==> config.mk <==
export PLATFORM = sky130hd
export DESIGN_NAME = cv32e40p_ft_health_ctrl
export DESIGN_NICKNAME = d
export VERILOG_FILES = /design/src/rtl/cv32e40p_ft_health_ctrl.sv
export SDC_FILE = /design/constraint.sdc
export NUM_CORES = 1
export LEC_CHECK = 0
export ABC_AREA = 1
export CORE_UTILIZATION = 40
export CTS_CLUSTER_DIAMETER = 30
export DETAILED_ROUTE_END_ITERATION = 8
export GPL_ROUTABILITY_DRIVEN = 0
export GPL_TIMING_DRIVEN = 0
export PLACE_DENSITY_LB_ADDON = 0.3
export SLEW_MARGIN = 20
export SYNTH_ARGS = -nofsm -noshare
export SYNTH_HDL_FRONTEND = slang
export SYNTH_SLANG_ARGS = --single-unit
==> constraint.sdc <==
create_clock -name clk -period 1.4 [get_ports clk]
set_input_delay 0.42 -clock clk [delete_from_list [all_inputs] [get_ports clk]]
set_output_delay 0.42 -clock clk [all_outputs]
set_load 0.005 [all_outputs]
==> src/rtl/cv32e40p_ft_health_ctrl.sv <==
// Health supervisor for triplicated FT units: force-break command sequencing, degradation/fatal tracking, irq.
// Optional per-unit error counters enabled by defining CV32E40P_FT_ERR_COUNTERS_EN.
module cv32e40p_ft_health_ctrl #(
    parameter int unsigned N_UNITS = 4,
    parameter int unsigned CNT_W   = 16,
    parameter int unsigned TMO     = 15
) (
    input  logic                              clk,
    input  logic                              rst_n,
    input  logic [N_UNITS-1:0][2:0]           is_broken_i,
    input  logic [N_UNITS-1:0]                err_detected_i,
    input  logic [N_UNITS-1:0]                err_corrected_i,
    input  logic                              cmd_valid_i,
    output logic                              cmd_ready_o,
    input  logic [$clog2(N_UNITS)-1:0]        cmd_unit_i,
    input  logic [1:0]                        cmd_replica_i,
    input  logic                              cmd_op_i,
    output logic                              cmd_err_o,
    output logic                              flush_req_o,
    input  logic                              flush_ack_i,
    output logic [N_UNITS-1:0][2:0]           set_broken_o,
    output logic                              degraded_o,
    output logic                              fatal_o,
    output logic [$clog2(N_UNITS)-1:0]        fatal_unit_o,
    output logic                              irq_o,
    input  logic [$clog2(N_UNITS)-1:0]        rd_unit_i,
    output logic [CNT_W-1:0]                  rd_cnt_o
);

    localparam int unsigned UW = $clog2(N_UNITS);
    localparam int unsigned TW = 8;

    typedef enum logic [2:0] {
        IDLE   = 3'd0,
        FLUSH  = 3'd1,
        APPLY  = 3'd2,
        SETTLE = 3'd3,
        FATAL  = 3'd4
    } state_e;

    state_e                   state_q, state_d;
    logic [TW-1:0]            tmo_q, tmo_d;
    logic [UW-1:0]            tgt_unit_q;
    logic [1:0]               tgt_rep_q;
    logic [N_UNITS-1:0][2:0]  brk_q;

    logic                     fatal_det;
    logic [UW-1:0]            fatal_idx;
    logic                     degr_c;
    logic                     brk_rise;
    logic                     unit_oor;
    logic                     cmd_bad;
    logic                     accept_brk;
    logic                     reject_evt;
    logic                     timeout_evt;
    logic                     clr_evt;

    logic                     cmd_ready_d;
    logic                     cmd_err_d;
    logic                     flush_req_d;
    logic [N_UNITS-1:0][2:0]  set_broken_d;
    logic                     degraded_d;
    logic                     fatal_d;
    logic [UW-1:0]            fatal_unit_d;
    logic                     irq_d;

    // Per-unit replica health: two-or-more broken is fatal (lowest index wins), exactly one is degraded
    always_comb begin
        fatal_det = 1'b0;
        fatal_idx = '0;
        degr_c    = 1'b0;
        for (int u = N_UNITS - 1; u >= 0; u--) begin
            if ((is_broken_i[u][0] & is_broken_i[u][1]) |
                (is_broken_i[u][0] & is_broken_i[u][2]) |
                (is_broken_i[u][1] & is_broken_i[u][2])) begin
                fatal_det = 1'b1;
                fatal_idx = UW'(u);
            end else if (|is_broken_i[u]) begin
                degr_c = 1'b1;
            end
        end
    end

    assign brk_rise = |(is_broken_i & ~brk_q);
    assign unit_oor = ({1'b0, cmd_unit_i} >= (UW + 1)'(N_UNITS));
    assign cmd_bad  = unit_oor || (cmd_replica_i == 2'd3) || (|is_broken_i[cmd_unit_i]);

    always_ff @(posedge clk) begin
        if (!rst_n) begin
            state_q <= IDLE;
        end else begin
            state_q <= state_d;
        end
    end

    always_comb begin
        state_d     = state_q;
        tmo_d       = tmo_q;
        accept_brk  = 1'b0;
        reject_evt  = 1'b0;
        timeout_evt = 1'b0;
        clr_evt     = 1'b0;
        case (state_q)
            IDLE: begin
                if (cmd_valid_i) begin
                    if (cmd_op_i) begin
                        clr_evt = 1'b1;
                    end else if (cmd_bad) begin
                        reject_evt = 1'b1;
                    end else begin
                        accept_brk = 1'b1;
                        state_d    = FLUSH;
                    end
                end
            end
            FLUSH: begin
                if (flush_ack_i) begin
                    state_d = APPLY;
                end
            end
            APPLY: begin
                state_d = SETTLE;
                tmo_d   = '0;
            end
            SETTLE: begin
                if (is_broken_i[tgt_unit_q][tgt_rep_q]) begin
                    state_d = IDLE;
                end else if (tmo_q == TW'(TMO - 1)) begin
                    state_d     = IDLE;
                    timeout_evt = 1'b1;
                end else begin
                    tmo_d = tmo_q + TW'(1);
                end
            end
            FATAL: state_d = FATAL;
            default: state_d = IDLE;
        endcase
        // Fatal wins over any in-flight or simultaneous command
        if (fatal_det) begin
            state_d     = FATAL;
            accept_brk  = 1'b0;
            reject_evt  = 1'b0;
            timeout_evt = 1'b0;
            clr_evt     = 1'b0;
        end
    end

    always_comb begin
        cmd_ready_d  = (state_d == IDLE);
        flush_req_d  = (state_d == FLUSH);
        fatal_d      = (state_d == FATAL);
        cmd_err_d    = reject_evt | timeout_evt;
        degraded_d   = degr_c;
        set_broken_d = '0;
        if (state_d == APPLY) begin
            set_broken_d[tgt_unit_q][tgt_rep_q] = 1'b1;
        end
        fatal_unit_d = fatal_unit_o;
        if ((state_d == FATAL) && (state_q != FATAL)) begin
            fatal_unit_d = fatal_idx;
        end
        irq_d = brk_rise | ((state_d == FATAL) && (state_q != FATAL));
    end

    always_ff @(posedge clk) begin
        if (!rst_n) begin
            cmd_ready_o  <= 1'b1;
            cmd_err_o    <= 1'b0;
            flush_req_o  <= 1'b0;
            set_broken_o <= '0;
            degraded_o   <= 1'b0;
            fatal_o      <= 1'b0;
            fatal_unit_o <= '0;
            irq_o        <= 1'b0;
            brk_q        <= '0;
            tmo_q        <= '0;
            tgt_unit_q   <= '0;
            tgt_rep_q    <= '0;
        end else begin
            cmd_ready_o  <= cmd_ready_d;
            cmd_err_o    <= cmd_err_d;
            flush_req_o  <= flush_req_d;
            set_broken_o <= set_broken_d;
            degraded_o   <= degraded_d;
            fatal_o      <= fatal_d;
            fatal_unit_o <= fatal_unit_d;
            irq_o        <= irq_d;
            brk_q        <= is_broken_i;
            tmo_q        <= tmo_d;
            if (accept_brk) begin
                tgt_unit_q <= cmd_unit_i;
                tgt_rep_q  <= cmd_replica_i;
            end
        end
    end

`ifdef CV32E40P_FT_ERR_COUNTERS_EN
    logic [N_UNITS-1:0][CNT_W-1:0] cnt_q, cnt_d;
    logic [CNT_W-1:0]              rd_cnt_d;
    logic                          unused_ok;

    assign unused_ok = ^err_corrected_i;

    // Saturating per-unit error counters; a clear command zeroes them all
    always_comb begin
        cnt_d = cnt_q;
        for (int u = 0; u < N_UNITS; u++) begin
            if (err_detected_i[u] && !(&cnt_q[u])) begin
                cnt_d[u] = cnt_q[u] + CNT_W'(1);
            end
        end
        if (clr_evt) begin
            cnt_d = '0;
        end
        rd_cnt_d = '0;
        if ({1'b0, rd_unit_i} < (UW + 1)'(N_UNITS)) begin
            rd_cnt_d = cnt_q[rd_unit_i];
        end
    end

    always_ff @(posedge clk) begin
        if (!rst_n) begin
            cnt_q    <= '0;
            rd_cnt_o <= '0;
        end else begin
            cnt_q    <= cnt_d;
            rd_cnt_o <= rd_cnt_d;
        end
    end
`else
    logic unused_ok;

    assign unused_ok = ^{err_detected_i, err_corrected_i, rd_unit_i, clr_evt};
    assign rd_cnt_o  = '0;
`endif

endmodule

==> Word level (Yosys, flattened, before mapping) <==
Cells that the tools add are included.
{ "classes": {"magnitude_cmp": 5, "reduce_logical": 15, "bitwise_logic": 24, "n_mux": 51, "addsub": 1, "n_eq_ne": 12} }
{ "op_table": {"columns": ["op", "count"], "rows": [
  ["$mux 3", 10],
  ["$mux 1", 28],
  ["$mux 8", 2],
  ["$pmux 8 s2", 1],
  ["$pmux 3 s5", 1],
  ["$reduce_or 3->1", 5],
  ["$and 1x1->1", 12],
  ["$and 12x12->12", 1],
  ["$bmux 3 s2", 2],
  ["$not 12->12", 1],
  ["$reduce_or 12->1", 1],
  ["$or 1x1->1", 10],
  ["$eq 3x2->1 const B", 3],
  ["$lt 2x3->1 const B", 3],
  ["$add 8x1->8 const B", 1],
  ["$eq 8x4->1 const B", 1],
  ["$mux 2", 4],
  ["$demux 3 s2", 1],
  ["$eq 3x1->1 const B", 2],
  ["$eq 3x3->1 const B", 2],
  ["$logic_not 3->1", 2],
  ["$ge 2x1->1 const B", 2],
  ["$ne 2x2->1 const B", 2],
  ["$logic_and 1x1->1", 3],
  ["8 further kinds", 8]
]} }
{ "word_totals": {"input_bits": 31, "ff_bits": 47} }

==> Depth between registers and ports, before layout <==
{ "depth": {"depth_word": 12, "mapped_depth": 12} }

==> Worst setup path after synthesis <==
Ideal clock, no wire load.
{ "synth_timing": {"path_kind": "in2reg", "from": "in is_broken_i[3] (netlist name)", "to": "reg tgt_unit_q[0]", "arrival_ns": 1.329, "slack_ns": -0.051, "setup_ns": 0.122, "n_path_buf": 0, "required_ns": 1.278, "path_stages": 8, "cell_sequence": "nor2_1 a21oi_1 inv_2 nand2_2 nor3_4 nand4_2 o21ai_0 a21oi_1"} }
{ "synth_via": {"elab_chain_cells": 9, "word_cells_on_any_way": 15, "classes_between": "9 x mux; 4 x bitwise; 2 x reduce/logical"} }
{ "synth_lines": {"columns": ["item", "line", "text"], "rows": [
  ["start: declaration", "10", "input logic [N_UNITS-1:0][2:0] is_broken_i,"],
  ["$bmux 3 s2", "86", "assign cmd_bad = unit_oor || (cmd_replica_i == 2'd3) || (|is_broken_i[cmd_unit_i]);"],
  ["$mux 3 (implied by the code)", "86", null],
  ["$reduce_or 3->1", "86", null],
  ["$logic_or 1x1->1", "86", null],
  ["$mux 1", "108", "end else if (cmd_bad) begin"],
  ["$mux 1", "106", "if (cmd_op_i) begin"],
  ["$mux 1", "105", "if (cmd_valid_i) begin"],
  ["$mux 1", "103", "case (state_q)"],
  ["$mux 1 (*)", "139", "if (fatal_det) begin"],
  ["end signal: assignment", "191", "tgt_unit_q <= cmd_unit_i;"],
  ["end: declaration", "43", "logic [UW-1:0] tgt_unit_q;"]
]} }
Every way passes the cells marked *; elsewhere a longest branch is shown, timed or not. The select of a mux whose other input is x is not followed.
A chain may end at the register's enable or synchronous reset.

==> Worst setup path in the final report <==
{ "layout_timing": {"from": "reg tmo_q[0]", "to": "reg set_broken_o[10] (netlist name)"} }
{ "layout_via": {"elab_chain_cells": 7} }
{ "layout_lines": {"columns": ["item", "line", "text"], "rows": [
  ["start: declaration", "42", "logic [TW-1:0] tmo_q, tmo_d;"],
  ["start signal: assignment", "189", "tmo_q <= tmo_d;"],
  ["$eq 8x4->1", "128", "end else if (tmo_q == TW'(TMO - 1)) begin"],
  ["$mux 3", "128", null],
  ["$mux 3", "126", "if (is_broken_i[tgt_unit_q][tgt_rep_q]) begin"],
  ["$pmux 3 s5", "103", null],
  ["$mux 3", "139", null],
  ["$eq 3x2->1", "155", "if (state_d == APPLY) begin"],
  ["$reduce_and 2->1 (no source line)", null, null],
  ["end signal: assignment", "183", "set_broken_o <= set_broken_d;"],
  ["end: declaration", "21", "output logic [N_UNITS-1:0][2:0] set_broken_o,"]
]} }
Every way passes these cells.

==> key figures <==
Layout
  – Nets: 441
  – Share of cells above drive strength 1: 31.4%
  – Finished Layout Cells: 480
  – Number of fill cells in the layout: 500
  – Area growth syn-to-layout: 45.2%
  – Final Util: 59.9%
  – ANT cells: 0
  – Final instance area: 0.00330 sq mm

Setup path
  – Critical-path maximum fanout: 5
  – CP Class: reg2reg
  – CP Capture Type: register
  – FF-to-FF Start: tmo_q[0]
  – Worst setup SP type: register
  – Critical Path Max Stage Delay: 350 ps
  – CP Data Arrival Time: 1840 ps
  – Cell Chain, Critical Path: inv_2, ha_4, nand2_4, nor2_4, nor2_1, nand4_1, nand2_1, nand2_2, nor2_4, nand3_2, nor2_1
  – Critical Path Slowest Stage Cell: dfxtp_2
  – WP data required: 1640 ps
  – Critical path startpoint: tmo_q[0]

Clock tree
  – Number of buffers created by CTS: 5
  – Max Buffers Root-to-Sink: 2
  – # H-tree levels: 2
  – Hold_buf cts: 0
  – CTS Sinks: 47
  – TritonCTS clock tree: done
  – Root buffer cell: clkbuf_8
  – Worst-skew pair later-pin latency: 300 ps
  – Clock slew seen by the registers of the worst setup and hold paths: 80 ps

Routing
  – Met1 WL: 2.49 mm
  – DRT antenna net count: 0
  – DR WL met3: 250 microns
  – DRT Pass-1 Iters: 4
  – WL final: 5.76 mm
  – DRC Markers: 0
  – Via count: 2225
  – 1st-iter DRT viols: 94
  – Vias per cell: 4.64
  – Wire length per cell: 12.0 microns
  – DR top layer: met4
  – WL met2: 2.88 mm

Power
  – Total chip power: 2.71 mW
  – LEAKAGE: 1.64 nW
  – VDD IR max: 0.000481 V
  – Pwr per Cell Area: 822 mW/mm^2

Synthesis
  – Syn_area_per_cell: 6.95 sq um
  – Yosys reg bits: 47
  – Post-synthesis cell type count: 30
  – Mapped Area: 0.00227 sq mm
  – Sequential cell area fraction in the yosys report: 41.4%
  – Synth warnings: 0
  – Post-Syn Instances: 327

Global route
  – First-pass GRT wire length: 9.16 mm
  – Number of antenna violations at the first check in global routing: 0
  – Global-route usage over all layers: 19.3%
  – Vias in the first global route: 2104
  – GRT overflow: 0
  – Largest net degree at the start of global routing: 14

Worst hold path
  – Start point of the worst hold path: is_broken_i[4]
  – HP Class: in2reg

Timing
  – Max frequency: 624 MHz
  – Final setup viols: 26
  – Slew Viols, Final: 0
  – Final hold slack: 330 ps
  – Final count of hold timing violations: 0
  – Crit path time final: 1600 ps
  – Fin crit share: 114%
  – RSZ-0062 raised after global routing: yes
  – Final setup margin: -202 ps
  – Final TNS setup: -2690 ps
  – Clk_skew: 7.98 ps

Die
  – I/O pins: 67
  – Die Area: 0.00599 sq mm
  – Die height: 77.4 microns
  – Core Region: 0.00551 sq mm
  – Initial Util: 41.3%
  – Die width: 77.4 microns
  – # rows: 27

Run status
  – Status: finished with violations
  – Failing checks: negative setup slack

Placement
  – Placed cells: 454
  – Port-buffer cells: 40
  – Dpl cell area: 0.00287 sq mm
  – Setup WS pre-CTS: -827 ps
  – Dpl hpwl: 3.89 mm

Flow run
  – Max cap viols: 0
worst max-delay path, delay by kind of cell, from the launching register on:
kind                       cells  cell delay, ps
and+or+nand+nor                9             960
DFF                            1             350
adders and majority gates      1             160
buffers and inverters          1              60
power by group:
part	total [mW]	internal, mW	leakage, nW	switching, mW
combinational	0.369	0.167	1.20	0.202
clock	0.963	0.524	0.0513	0.440
sequential	1.38	1.37	0.389	0.00988
cell usage in the layout, fill, tap and decap left out, drive strengths merged, types with 2 or more instances in the layout:
cell / count
clkbuf: 12
ha: 2
a21oi: 21
nor3: 5
clkdlybuf4s50: 5
dlymetal6s2s: 3
dfxtp: 47
clkdlybuf4s15: 3
buf: 40
nand3: 18
xnor2: 3
conb: 16
clkinv: 2
a221oi: 2
nor2: 50
xor2: 2
nand4: 3
dlygate4sd2: 20
o21ai: 14
o22ai: 4
inv: 51
nand2: 81
Yosys cell counts (all sizes together):
master,instances,share of area [%]
a21oi,21,4.8
a221oi,2,0.77
a31oi,1,0.28
buf,17,5.6
clkbuf,2,0.33
clkinv,2,0.33
conb,1,0.17
dfxtp,47,41
ha,2,1.1
inv,51,8.4
nand2,80,14
nand3,18,5.1
nand4,3,1.1
nor2,50,8.7
nor3,5,1.6
nor4,1,0.28
o21ai,14,3.1
o22ai,4,1.1
or2,1,0.28
xnor2,3,1.2
xor2,2,0.77
per-layer routing:
metal | track usage (%) | up-vias
met5 | 0 | -
met4 | 5.28 | 0
met3 | 5.88 | 15
met2 | 33.4 | 59
met1 | 23.0 | 1009
li1 | - | 1142
path summary, 6_finish.rpt:
| path | to | slack [ps] | cells after the start |
|---|---|---|---|
| min | brk_q[4] | 330 | 3 |
| max reg2reg | set_broken_o[10] | -200 | 11 |
| min reg2reg | fatal_unit_o[0] | 460 | 2 |
| max | set_broken_o[10] | -200 | 11 |
kinds of logic (layout without fill, tap and decap cells):
| group | Yosys count | after routing | synth area share [%] |
|---|---|---|---|
| flops | 47 | 47 | 41.4 |
| xor+xnor | 5 | 5 | 1.93 |
| fa+ha+maj | 2 | 2 | 1.10 |
| buf+inv | 72 | 137 | 14.7 |
| simple gates | 158 | 159 | 30.7 |
| compound gates | 42 | 42 | 10.0 |
| other cells | 1 | 16 | 0.165 |
sequential cells by signal (all words and copies together) (netlist names):
register,flops
tmo_q,8
flush_req_o,1
degraded_o,1
state_q,3
tgt_unit_q,2
fatal_unit_o,2
cmd_err_o,1
cmd_ready_o,1
tgt_rep_q,2
fatal_o,1
set_broken_o,12
brk_q,12
irq_o,1
final cells by class:
type | count | area (sq um) | area share (%)
flip-flops and latches | 47 | 953 | 28.9
clock inverters | 1 | 30.0 | 0.910
well taps | 72 | 90.1 | 2.73
plain buffers | 19 | 141 | 4.29
repair buffers | 58 | 509 | 15.4
clock buffers | 6 | 72.6 | 2.20
multi-input cells | 224 | 1300 | 39.4
inverters | 53 | 201 | 6.11
what timing repair did:
item	CTS	global route
cloned	0	1
endpoints found under the setup margin	55	46
pin swaps	14	16
resized for setup	78	67
endpoints found under the hold margin	0	0
setup buffers	9	9
No activity file was read; power rests on OpenSTA's default activity.
